### src/rtl/logic_hc148_pending_encoder.sv
// logic_hc148_pending_encoder: registered 8-to-3 priority encoder with falling-edge pending capture and valid/ready offer
module logic_hc148_pending_encoder #(
    parameter int SYNC_STAGES = 2
) (
    input  logic       clk,
    input  logic       nreset,
    input  logic [7:0] ni,
    input  logic       nei,
    output logic [2:0] a,
    output logic       valid,
    input  logic       ready,
    output logic       ngs,
    output logic       neo,
    output logic       overrun,
    input  logic       clr_ovr
);
    localparam logic [0:0] IDLE  = 1'b0;
    localparam logic [0:0] OFFER = 1'b1;
    logic [0:0] state;
    logic [SYNC_STAGES-1:0][7:0] sync_q;
    logic [7:0] prev, pending, qual, clr_mask, rest;
    logic xfer, hit, load;
    logic [2:0] top;
    always_comb begin
        qual     = nei ? 8'h00 : prev & ~sync_q[SYNC_STAGES-1];
        xfer     = valid & ready;
        clr_mask = xfer ? 8'(1) << a : 8'h00;
        rest     = pending & ~clr_mask;
        hit      = |(qual & rest);
        load     = ~nei & (|rest) & ((state == IDLE) | xfer);
        top      = 3'd0;
        for (int k = 0; k < 8; k++)
            top = rest[k] ? 3'(k) : top;
    end
    // sync and prev reset to the idle level so a line held low across reset captures once
    always_ff @(posedge clk) begin
        if (!nreset) begin
            sync_q  <= '1;
            prev    <= '1;
            pending <= '0;
            a       <= '0;
            overrun <= 1'b0;
            state   <= IDLE;
        end else begin
            sync_q[0] <= ni;
            for (int k = 1; k < SYNC_STAGES; k++)
                sync_q[k] <= sync_q[k-1];
            prev    <= sync_q[SYNC_STAGES-1];
            pending <= qual | rest;
            overrun <= hit | (overrun & ~clr_ovr);
            if (load) begin
                a     <= top;
                state <= OFFER;
            end else if (xfer) begin
                state <= IDLE;
            end
        end
    end
    assign valid = (state == OFFER);
    assign ngs   = ~|pending;
    assign neo   = nei | (|pending);
endmodule
### config.mk
export PLATFORM = sky130hd
export DESIGN_NAME = logic_hc148_pending_encoder
export DESIGN_NICKNAME = d
export VERILOG_FILES = /design/src/rtl/logic_hc148_pending_encoder.sv
export SDC_FILE = /design/constraint.sdc
export NUM_CORES = 1
export LEC_CHECK = 0
export ABC_AREA = 1
export CAP_MARGIN = 40
export CORE_UTILIZATION = 45
export DETAILED_ROUTE_END_ITERATION = 16
export PLACE_DENSITY = 0.69
export SLEW_MARGIN = 20
export SYNTH_ARGS = -nofsm -noshare
export SYNTH_HDL_FRONTEND = slang
export SYNTH_SLANG_ARGS = --single-unit
### constraint.sdc
create_clock -name clk -period 3 [get_ports clk]
set_clock_uncertainty 0.15 [all_clocks]
set_input_delay 0.6 -clock clk [delete_from_list [all_inputs] [get_ports clk]]
set_output_delay 0.6 -clock clk [all_outputs]
set_load 0.005 [all_outputs]
==> results of run 1 <==
final timing paths:
| path | slack [ns] | cells past startpoint | end |
|---|---|---|---|
| max | 0.35 | 4 | neo |
| min | 0.27 | 1 | sync_q[9]$_SDFF_PN1_ |
| max reg2reg | 1.37 | 11 | a[1]$_SDFFE_PN0P_ |
| min reg2reg | 0.27 | 1 | sync_q[9]$_SDFF_PN1_ |
kinds of logic (layout without fill, tap and decap cells):
logic type	after synthesis	in the layout	synth area share (%)
flip-flops	37	37	52.6
buffers and inverters	23	48	6.48
AND/OR/NAND/NOR	93	93	33.9
AO/OA/AOI/OAI	16	16	7.02
cell usage in the layout (no fill, tap or decap), drive strengths merged:
| cell | synthesis | final |
|---|---|---|
| clkbuf | 1 | 7 |
| o211ai | 1 | 1 |
| o22ai | 1 | 1 |
| a21boi | 2 | 2 |
| nand2 | 40 | 40 |
| bufinv | 0 | 1 |
| nand4 | 2 | 2 |
| inv | 18 | 18 |
| a31o | 1 | 1 |
| nand3 | 12 | 12 |
| a21oi | 10 | 10 |
| or4 | 1 | 1 |
| clkinv | 1 | 1 |
| or2 | 21 | 21 |
| nor2 | 17 | 17 |
| dfxtp | 37 | 37 |
| o21bai | 1 | 1 |
| clkdlybuf4s50 | 0 | 19 |
| buf | 3 | 2 |
final cells by class:
cell class              instances  area (sq um)
clock inverters                 1          30.0
clock buffers                   7          55.1
repair buffers                 21           205
multi-input cells             109           577
well taps                      31          38.8
flip-flops and latches         37           741
inverters                      19          71.3
fillers                       251          1130
where the power goes:
group / internal, mW / switching (mW) / total (mW)
Clock: 0.199 / 0.158 / 0.357
Sequential: 0.514 / 0.0122 / 0.526
Combinational: 0.0620 / 0.0599 / 0.122
Total: 0.775 / 0.231 / 1.01
state kept, by name, summed over array words and instances (netlist names):
name / count
overrun: 1
prev: 8
valid: 1
pending: 8
sync_q: 16
a: 3
per-layer routing:
metal | routed length (um) | track usage (%) | vias to the layer above
met1 | 1150 | 18.3 | 489
met3 | 116 | 6.70 | 4
li1 | - | - | 572
met2 | 1220 | 30.0 | 25
met4 | 38 | 9.18 | 0
met5 | 0 | 0 | -
worst register-to-register path, delay by kind of cell, from the launching register on:
family | cells | cell delay (ns)
flops | 1 | 0.39
simple gates | 11 | 1.00
==> results.py, run 1 <==
metrics = {
    "clocking": {
        "cts_sinks": 37,
        "cts_resized": 0,
        "clk_latency_ns": 0.34,
        "cts_buffers": 5,
        "cts_post_setup_buffers_inserted": 0,
        "clkTransAtPathRegs_ns": 0.11,
        "ctsHoldBuffers": 0,
        "htree_num_levels": 2,
        "clockBufferDepth": 2,
        "cts_tree": "done",
        "cts_root_buffer": "clkbuf_4",
    },
    "sta": {
        "max_slew_margin_pct": 55.3,
        "fmax_ghz": 0.378,
        "fin_ws_ns": 0.354,
        "finalCritPeriodShare_pct": 88.2,
        "tns_ns": 0,
        "hold_viol_final": 0,
        "rsz0062_at_grt": "false",
        "tightest_slew_ns": 0.670,
        "period_needed_ns": 2.65,
        "hold-worst-slack_ns": 0.272,
        "report.final.setup_viol": 0,
        "slew_viol_final": 0,
    },
    "grt": {
        "track_usage_pct": 17.4,
        "grt_start_max_net_pins": 27,
        "grt_pass1_wl_um": 4220,
        "antenna_found_initial": 0,
        "first_global_vias": 1037,
        "overflow": 0,
    },
    "yosys": {
        "syn-instance-count": 169,
        "yosys.cell_types.count": 24,
        "synth_edf_count": 0,
        "synth_flop_cell": "dfxtp_1",
        "syn_area_per_cell_sq_um": 8.34,
        "netlist_area_sq_mm": 0.00141,
        "synth_area_leaders": "dfxtp_1, or2_2, nand2_1",
        "yosysWarnings": 0,
        "synthesis.nets": 182,
        "synth_top_area_share_pct": 52.6,
        "ys_ff_latch": 37,
        "netlist.top_cell.by_area": "dfxtp_1",
        "yosysMostFrequentCell": "dfxtp_1",
        "synthTopCellsByCount": "dfxtp_1, nand2_1, or2_2",
        "yosysSeqAreaShare_pct": 52.6,
        "ys_async_sr_fraction_pct": 0,
    },
    "routing": {
        "wl_um": 2530,
        "post_drt_wl_per_cell_um": 11.2,
        "ant_nets": 0,
        "vias": 1090,
        "vias_per_cell": 4.84,
        "route.detailed.drc": 1,
        "drt_iter0_drc": 30,
        "first_pass_iters": 10,
    },
    "die": {
        "io_pins": 20,
        "die_y_um": 58.0,
        "dieArea_sq_mm": 0.00336,
        "initial_utilization_pct": 49.4,
        "core_area_sq_mm": 0.00285,
        "fp-row-count": 19,
        "die_w_um": 58.0,
    },
    "place": {
        "place_hpwl_um": 1820,
        "place.gp.congestion": 0.836,
        "placed_cells": 217,
        "post-place-ws_ns": 0.577,
        "post_dp_cell_area_sq_mm": 0.00163,
        "io_buffers": 19,
    },
    "critical_path": {
        "setup.worst_path.class": "register to primary output",
        "required_ns": 2.25,
        "r2r_start": "valid$_SDFFE_PN0P_",
        "critPathArrivalTime_ns": 1.90,
        "critPathTopFamily": "simple AND/OR/NAND/NOR gates",
        "critPathMaxFanout": 2,
        "startpoint": "pending[3]$_SDFF_PN0_",
        "crit_buf_inv": 1,
        "crit_slowest_cell": "or4_1",
        "start_kind": "register",
        "max_stage_delay_ns": 0.52,
        "cp_cell_sequence": "or4_1 > nor2_1 > nand2_1 > clkdlybuf4s50_1",
        "endpoint_kind": "primary output",
    },
    "final_layout": {
        "diodes": 0,
        "area_growth_pct": 21.9,
        "utilization_pct": 60.2,
        "drive_above_1_share_pct": 25.3,
        "final_nets": 206,
        "final_cell_area_sq_mm": 0.00172,
        "final_cells": 225,
    },
    "power": {
        "p_leak_nw": 0.747,
        "power_density_mw_per_mm2": 585,
        "report.power.total_mw": 1.01,
        "irDropWorstVdd_mv": 0.399,
    },
    "status": {
        "status": "complete, but fails checks",
        "violations": "design-rule violations",
    },
    "run": {
        "cap_viol_max_count": 0,
    },
    "worst_hold_path": {
        "min-delay-start": "sync_q[1]$_SDFF_PN1_",
        "hold_path.class": "register to register",
    },
}
Power figures use the tool's default switching activity.
==> inputs of run 2 (changes only) <==
--- a/config.mk
+++ b/config.mk
@@ -7,6 +7,7 @@
 export LEC_CHECK = 0
 export ABC_AREA = 1
 export CAP_MARGIN = 40
+export CORE_ASPECT_RATIO = 1.2
 export CORE_UTILIZATION = 45
 export DETAILED_ROUTE_END_ITERATION = 16
 export PLACE_DENSITY = 0.69
==> constraint.sdc (replaced) <==
create_clock -name clk -period 2.5 [get_ports clk]
set_clock_uncertainty 0.15 [all_clocks]
set_input_delay 0.5 -clock clk [delete_from_list [all_inputs] [get_ports clk]]
set_output_delay 0.5 -clock clk [all_outputs]
set_load 0.01 [all_outputs]
==> results.py, run 2 (synthesis results as in run 1) <==
metrics = {
    "status": {
        "status": "completed",
    },
    "clocking": {
        "htree_num_levels": 2,
        "clockBufferDepth": 2,
        "cts_buffers": 5,
        "clkTransAtPathRegs_ns": 0.11,
        "cts_sinks": 37,
        "cts_tree": "done",
        "cts_root_buffer": "clkbuf_4",
        "clk_latency_ns": 0.35,
    },
    "critical_path": {
        "critPathMaxFanout": 2,
        "crit_slowest_cell": "or4_1",
        "required_ns": 1.85,
        "crit_buf_inv": 1,
        "setup.worst_path.class": "register to primary output",
        "endpoint_kind": "primary output",
        "r2r_slack_ns": 0.84,
        "start_kind": "register",
        "max_stage_delay_ns": 0.51,
        "critPathTopFamily": "simple AND/OR/NAND/NOR gates",
        "critPathArrivalTime_ns": 1.69,
        "cp_cell_sequence": "or4_1 > nor2_1 > nand2_1 > dlygate4sd2_1",
    },
    "routing": {
        "vias": 1104,
        "vias_per_cell": 4.84,
        "drt_iter0_drc": 26,
        "first_pass_iters": 4,
        "route.detailed.drc": 0,
        "wl_um": 2540,
        "post_drt_wl_per_cell_um": 11.1,
        "ant_nets": 0,
    },
    "power": {
        "power_density_mw_per_mm2": 705,
        "clkPwrFrac_pct": 35.7,
        "p_leak_nw": 0.748,
        "p_int_mw": 0.927,
        "seqPwrFrac_pct": 52.1,
        "p_switching_mw": 0.285,
        "p_sw_share_pct": 23.5,
        "irDropWorstVdd_mv": 0.380,
        "pwr-share-comb_pct": 12.2,
    },
    "final_layout": {
        "drive_above_1_share_pct": 25.3,
        "final_common_cell": "dfxtp_1",
        "diodes": 0,
        "final_cell_area_sq_mm": 0.00172,
        "reg_top3": "sync_q x16, pending x8, prev x8",
        "seq_area_sq_um": 741,
        "final_nets": 206,
        "final_cell_mix": "dfxtp_1, nand2_1, or2_2, inv_1, clkdlybuf4s50_1",
        "largest_reg_flops": 16,
        "n_fill_cell": 279,
        "multiInputGateArea_sq_um": 577,
        "top_register": "sync_q",
        "area_growth_pct": 22.0,
    },
    "sta": {
        "report.final.setup_viol": 0,
        "period_needed_ns": 2.34,
        "tightest_slew_ns": 0.639,
        "tns_ns": 0,
        "hold_viol_final": 0,
        "finalCritPeriodShare_pct": 93.7,
        "max_slew_margin_pct": 57.4,
        "fmax_ghz": 0.427,
        "rsz0062_at_grt": "false",
        "slew_viol_final": 0,
    },
    "grt": {
        "grt_pass1_wl_um": 4440,
        "track_usage_pct": 18.5,
        "antenna_found_initial": 0,
        "overflow": 0,
        "grt_start_max_net_pins": 27,
        "first_global_vias": 1060,
    },
    "die": {
        "initial_utilization_pct": 48.7,
        "fp-row-count": 21,
        "core_area_sq_mm": 0.00289,
        "dieArea_sq_mm": 0.00336,
        "die_y_um": 63.3,
        "io_pins": 20,
        "die_w_um": 53.1,
    },
    "place": {
        "post_dp_cell_area_sq_mm": 0.00164,
        "place.gp.congestion": 0.891,
        "io_buffers": 19,
        "place_hpwl_um": 1820,
    },
    "run": {
        "cap_viol_max_count": 0,
    },
    "worst_hold_path": {
        "hold_path.class": "register to register",
    },
}
## run 2: cell count changes in the layout (fill, tap and decap cells not counted)
cell,delta
clkdlybuf4s50_1,-2
dlygate4sd2_1,+2
## run 2: area by class of cell
class	instances	share of cell area (%)
sequential	37	43.1
multi-input combinational	109	33.6
timing repair buffer	21	11.8
inverter	19	4.15
clock buffer	7	3.20
tap	34	2.47
clock inverter	1	1.75
## run 2: layer usage
layer  up-vias  track usage (%)  wire length, um
met2        27             29.0             1220
li1        574                -                -
met1       493             20.4             1100
met3        10             7.49              116
met4         0             11.2              105
met5         -                0                0
## run 2: worst reg2reg max path: stages, from the launching register on
cell,delay (ns)
dfxtp_1,0.43
inv_1,0.08
nor2_1,0.15
nand2_1,0.09
nand2_2,0.10
nand2_2,0.07
nor2_2,0.15
nand2_2,0.11
nand3_4,0.09
nand2_1,0.06
nand2_1,0.07
nor2_2,0.03
## run 2: final timing paths
kind,start,to,cells past startpoint
worst min register to register,sync_q[3]$_SDFF_PN1_,sync_q[11]$_SDFF_PN1_,1
worst max register to register,a[1]$_SDFFE_PN0P_,a[1]$_SDFFE_PN0P_,11
worst max-delay path,pending[3]$_SDFF_PN0_,neo,4
worst min-delay path,sync_q[3]$_SDFF_PN1_,sync_q[11]$_SDFF_PN1_,1
## run 2: through the flow
step	hold WS, ns	power (mW)	instances	setup slack [ns]	utilization [%]
5_1_grt	0.291	1.27	228	0.0725	59.5
2_1_floorplan	0.242	0.733	169	0.694	-
4_1_cts	0.275	1.22	228	0.155	59.5
3_3_place_gp	0.245	0.792	220	0.238	56.6
3_5_place_dp	0.250	0.797	220	0.223	56.6
6_report	0.269	1.21	228	0.159	59.5
## run 2: timing repair
item                                   CTS  global route
setup endpoints to repair                2             0
resized for setup                        2             0
buffers inserted                         0             0
hold buffers                             0             0
endpoints found under the hold margin    0             0
## run 2: power groups by stage
stage	logic [mW]	registers (mW)	clock network (mW)
final	0.148	0.632	0.432
after global routing	0.167	0.635	0.469
after CTS	0.149	0.632	0.438
after detailed placement	0.152	0.645	0
after global placement	0.148	0.644	0
after floorplan	0.0873	0.646	0
==> inputs of run 3 (changes only) <==
--- a/config.mk
+++ b/config.mk
@@ -5,13 +5,11 @@
 export SDC_FILE = /design/constraint.sdc
 export NUM_CORES = 1
 export LEC_CHECK = 0
-export ABC_AREA = 1
 export CAP_MARGIN = 40
 export CORE_ASPECT_RATIO = 1.2
 export CORE_UTILIZATION = 45
 export DETAILED_ROUTE_END_ITERATION = 16
 export PLACE_DENSITY = 0.69
-export SLEW_MARGIN = 20
 export SYNTH_ARGS = -nofsm -noshare
 export SYNTH_HDL_FRONTEND = slang
 export SYNTH_SLANG_ARGS = --single-unit
==> constraint.sdc (replaced) <==
create_clock -name clk -period 3.05 [get_ports clk]
set_clock_uncertainty 0.15 [all_clocks]
set_input_delay 0.61 -clock clk [delete_from_list [all_inputs] [get_ports clk]]
set_output_delay 0.61 -clock clk [all_outputs]
set_load 0.01 [all_outputs]
==> results.py, run 3 <==
metrics = {
    "die": {
        "fp-row-count": 21,
        "initial_utilization_pct": 48.3,
        "die_w_um": 52.4,
        "core_area_sq_mm": 0.00284,
        "die_y_um": 62.5,
        "dieArea_sq_mm": 0.00327,
        "io_pins": 20,
    },
    "yosys": {
        "synth_edf_count": 0,
        "syn-instance-count": 131,
        "synth_top_area_share_pct": 54.0,
        "yosysSeqAreaShare_pct": 54.0,
        "yosys.cell_types.count": 31,
        "ys_async_sr_fraction_pct": 0,
        "synthTopCellsByCount": "dfxtp_1, nand2b_1, o21a_1",
        "synthesis.nets": 144,
        "netlist.top_cell.by_area": "dfxtp_1",
        "synth_area_leaders": "dfxtp_1, nand2b_1, o21a_1",
        "synth_flop_cell": "dfxtp_1",
        "syn_area_per_cell_sq_um": 10.5,
        "yosysWarnings": 0,
        "netlist_area_sq_mm": 0.00137,
        "yosysMostFrequentCell": "dfxtp_1",
        "ys_ff_latch": 37,
    },
    "grt": {
        "first_global_vias": 967,
        "grt_pass1_wl_um": 4130,
        "grt_start_max_net_pins": 41,
        "track_usage_pct": 17.1,
        "antenna_found_initial": 0,
        "overflow": 0,
    },
    "power": {
        "p_leak_nw": 0.624,
        "p_sw_share_pct": 22.2,
        "seqPwrFrac_pct": 59.4,
        "power_density_mw_per_mm2": 507,
        "clkPwrFrac_pct": 28.9,
        "p_int_mw": 0.669,
        "pwr-share-comb_pct": 11.7,
        "report.power.total_mw": 0.859,
        "p_switching_mw": 0.191,
        "irDropWorstVdd_mv": 0.332,
    },
    "clocking": {
        "cts_root_buffer": "clkbuf_4",
        "cts_buffers": 5,
        "htree_num_levels": 2,
        "cts_post_setup_buffers_inserted": 0,
        "clockBufferDepth": 2,
        "clk_latency_ns": 0.33,
        "ctsHoldBuffers": 0,
        "cts_sinks": 37,
        "clkTransAtPathRegs_ns": 0.10,
        "cts_resized": 0,
        "cts_tree": "done",
    },
    "routing": {
        "ant_nets": 0,
        "post_drt_wl_per_cell_um": 12.5,
        "drt_iter0_drc": 27,
        "wl_um": 2420,
        "route.detailed.drc": 0,
        "vias": 1019,
        "vias_per_cell": 5.28,
        "first_pass_iters": 4,
    },
    "final_layout": {
        "final_cell_mix": "dfxtp_1, nand2b_1, clkdlybuf4s50_1, o21a_1, buf_4",
        "final_nets": 172,
        "largest_reg_flops": 16,
        "final_common_cell": "dfxtp_1",
        "final_cells": 193,
        "reg_top3": "sync_q x16, pending x8, prev x8",
        "area_growth_pct": 23.4,
        "drive_above_1_share_pct": 12.6,
        "diodes": 0,
        "utilization_pct": 59.7,
        "top_register": "sync_q",
    },
    "sta": {
        "period_needed_ns": 2.78,
        "rsz0062_at_grt": "false",
        "tightest_slew_ns": 0.426,
        "fmax_ghz": 0.359,
        "tns_ns": 0,
        "max_slew_margin_pct": 71.3,
        "slew_viol_final": 0,
        "finalCritPeriodShare_pct": 91.2,
        "hold_viol_final": 0,
        "report.final.setup_viol": 0,
    },
    "critical_path": {
        "cp_cell_sequence": "or4_1 > or3_1 > clkdlybuf4s50_1",
        "critPathArrivalTime_ns": 2.02,
        "required_ns": 2.29,
        "endpoint_kind": "primary output",
        "critPathMaxFanout": 3,
        "max_stage_delay_ns": 0.53,
        "setup.worst_path.class": "register to primary output",
        "start_kind": "register",
        "crit_slowest_cell": "or4_1",
    },
    "place": {
        "placed_cells": 186,
        "place_hpwl_um": 1700,
        "io_buffers": 19,
        "place.gp.congestion": 0.883,
    },
    "run": {
        "cap_viol_max_count": 0,
    },
    "status": {
        "status": "completed",
    },
    "worst_hold_path": {
        "hold_path.class": "register to register",
    },
}
[run 3: cell count changes after synthesis, moves of 8 or more]
cell      before  now
nand2_1       31    4
nand2b_1       0   26
or2_2         20    0
inv_1         17    1
nand3_1       11    1
nand2_2        9    0
nor2_1        10    2
o21a_1         0    8
[run 3: final timing paths]
kind | from | to | slack (ns) | depth (start not counted)
worst max-delay path | pending[2]$_SDFF_PN0_ | neo | 0.27 | 3
worst min register to register | sync_q[2]$_SDFF_PN1_ | sync_q[10]$_SDFF_PN1_ | 0.26 | 1
worst min-delay path | sync_q[2]$_SDFF_PN1_ | sync_q[10]$_SDFF_PN1_ | 0.26 | 1
worst max register to register | a[0]$_SDFFE_PN0P_ | a[1]$_SDFFE_PN0P_ | 0.86 | 5
[run 3: final cells by class]
class / instances / area [sq um]
Fill cell: 263 / 1140
Sequential cell: 37 / 741
Multi-Input combinational cell: 88 / 608
Timing Repair Buffer: 26 / 243
Clock buffer: 7 / 55.1
Tap cell: 34 / 42.5
Inverter: 1 / 3.75
[run 3: per-stage QoR]
| step | hold slack (ns) | cell area, sq um | setup slack [ns] |
|---|---|---|---|
| after CTS | 0.264 | 1690 | 0.254 |
| final | 0.255 | 1690 | 0.268 |
| after detailed placement | 0.242 | 1640 | 0.175 |
| after global placement | 0.240 | 1640 | 0.199 |
| after floorplan | 0.236 | 1370 | 0.745 |
| after global routing | 0.277 | 1690 | 0.210 |
[run 3: metal layers]
metal	GRT usage (%)	share of wire [%]	wire length (um)
met1	20.6	46	1110
met3	6.08	5.2	125
met5	0	0	0
met4	8.22	1.4	35
met2	26.4	48	1160
[run 3: logic make-up (layout without fill, tap and decap cells)]
family | Yosys count | after routing | synth area share (%)
mux | 2 | 2 | 1.46
flops | 37 | 37 | 54.0
buf+inv | 6 | 34 | 1.64
simple gates | 53 | 53 | 25.3
compound gates | 33 | 33 | 17.6
[run 3: critical path, delay by kind of cell (launching register included)]
kind / cells / cell delay [ns]
simple gates: 2 / 0.88
buf+inv: 1 / 0.48
flops: 1 / 0.34
[run 3: power by group through the flow]
stage | Sequential [mW] | Clock, mW | Combinational [mW]
3_5_place_dp | 0.522 | 0 | 0.101
2_1_floorplan | 0.521 | 0 | 0.0560
3_3_place_gp | 0.521 | 0 | 0.0996
5_1_grt | 0.513 | 0.282 | 0.110
4_1_cts | 0.511 | 0.262 | 0.101
6_report | 0.511 | 0.248 | 0.100
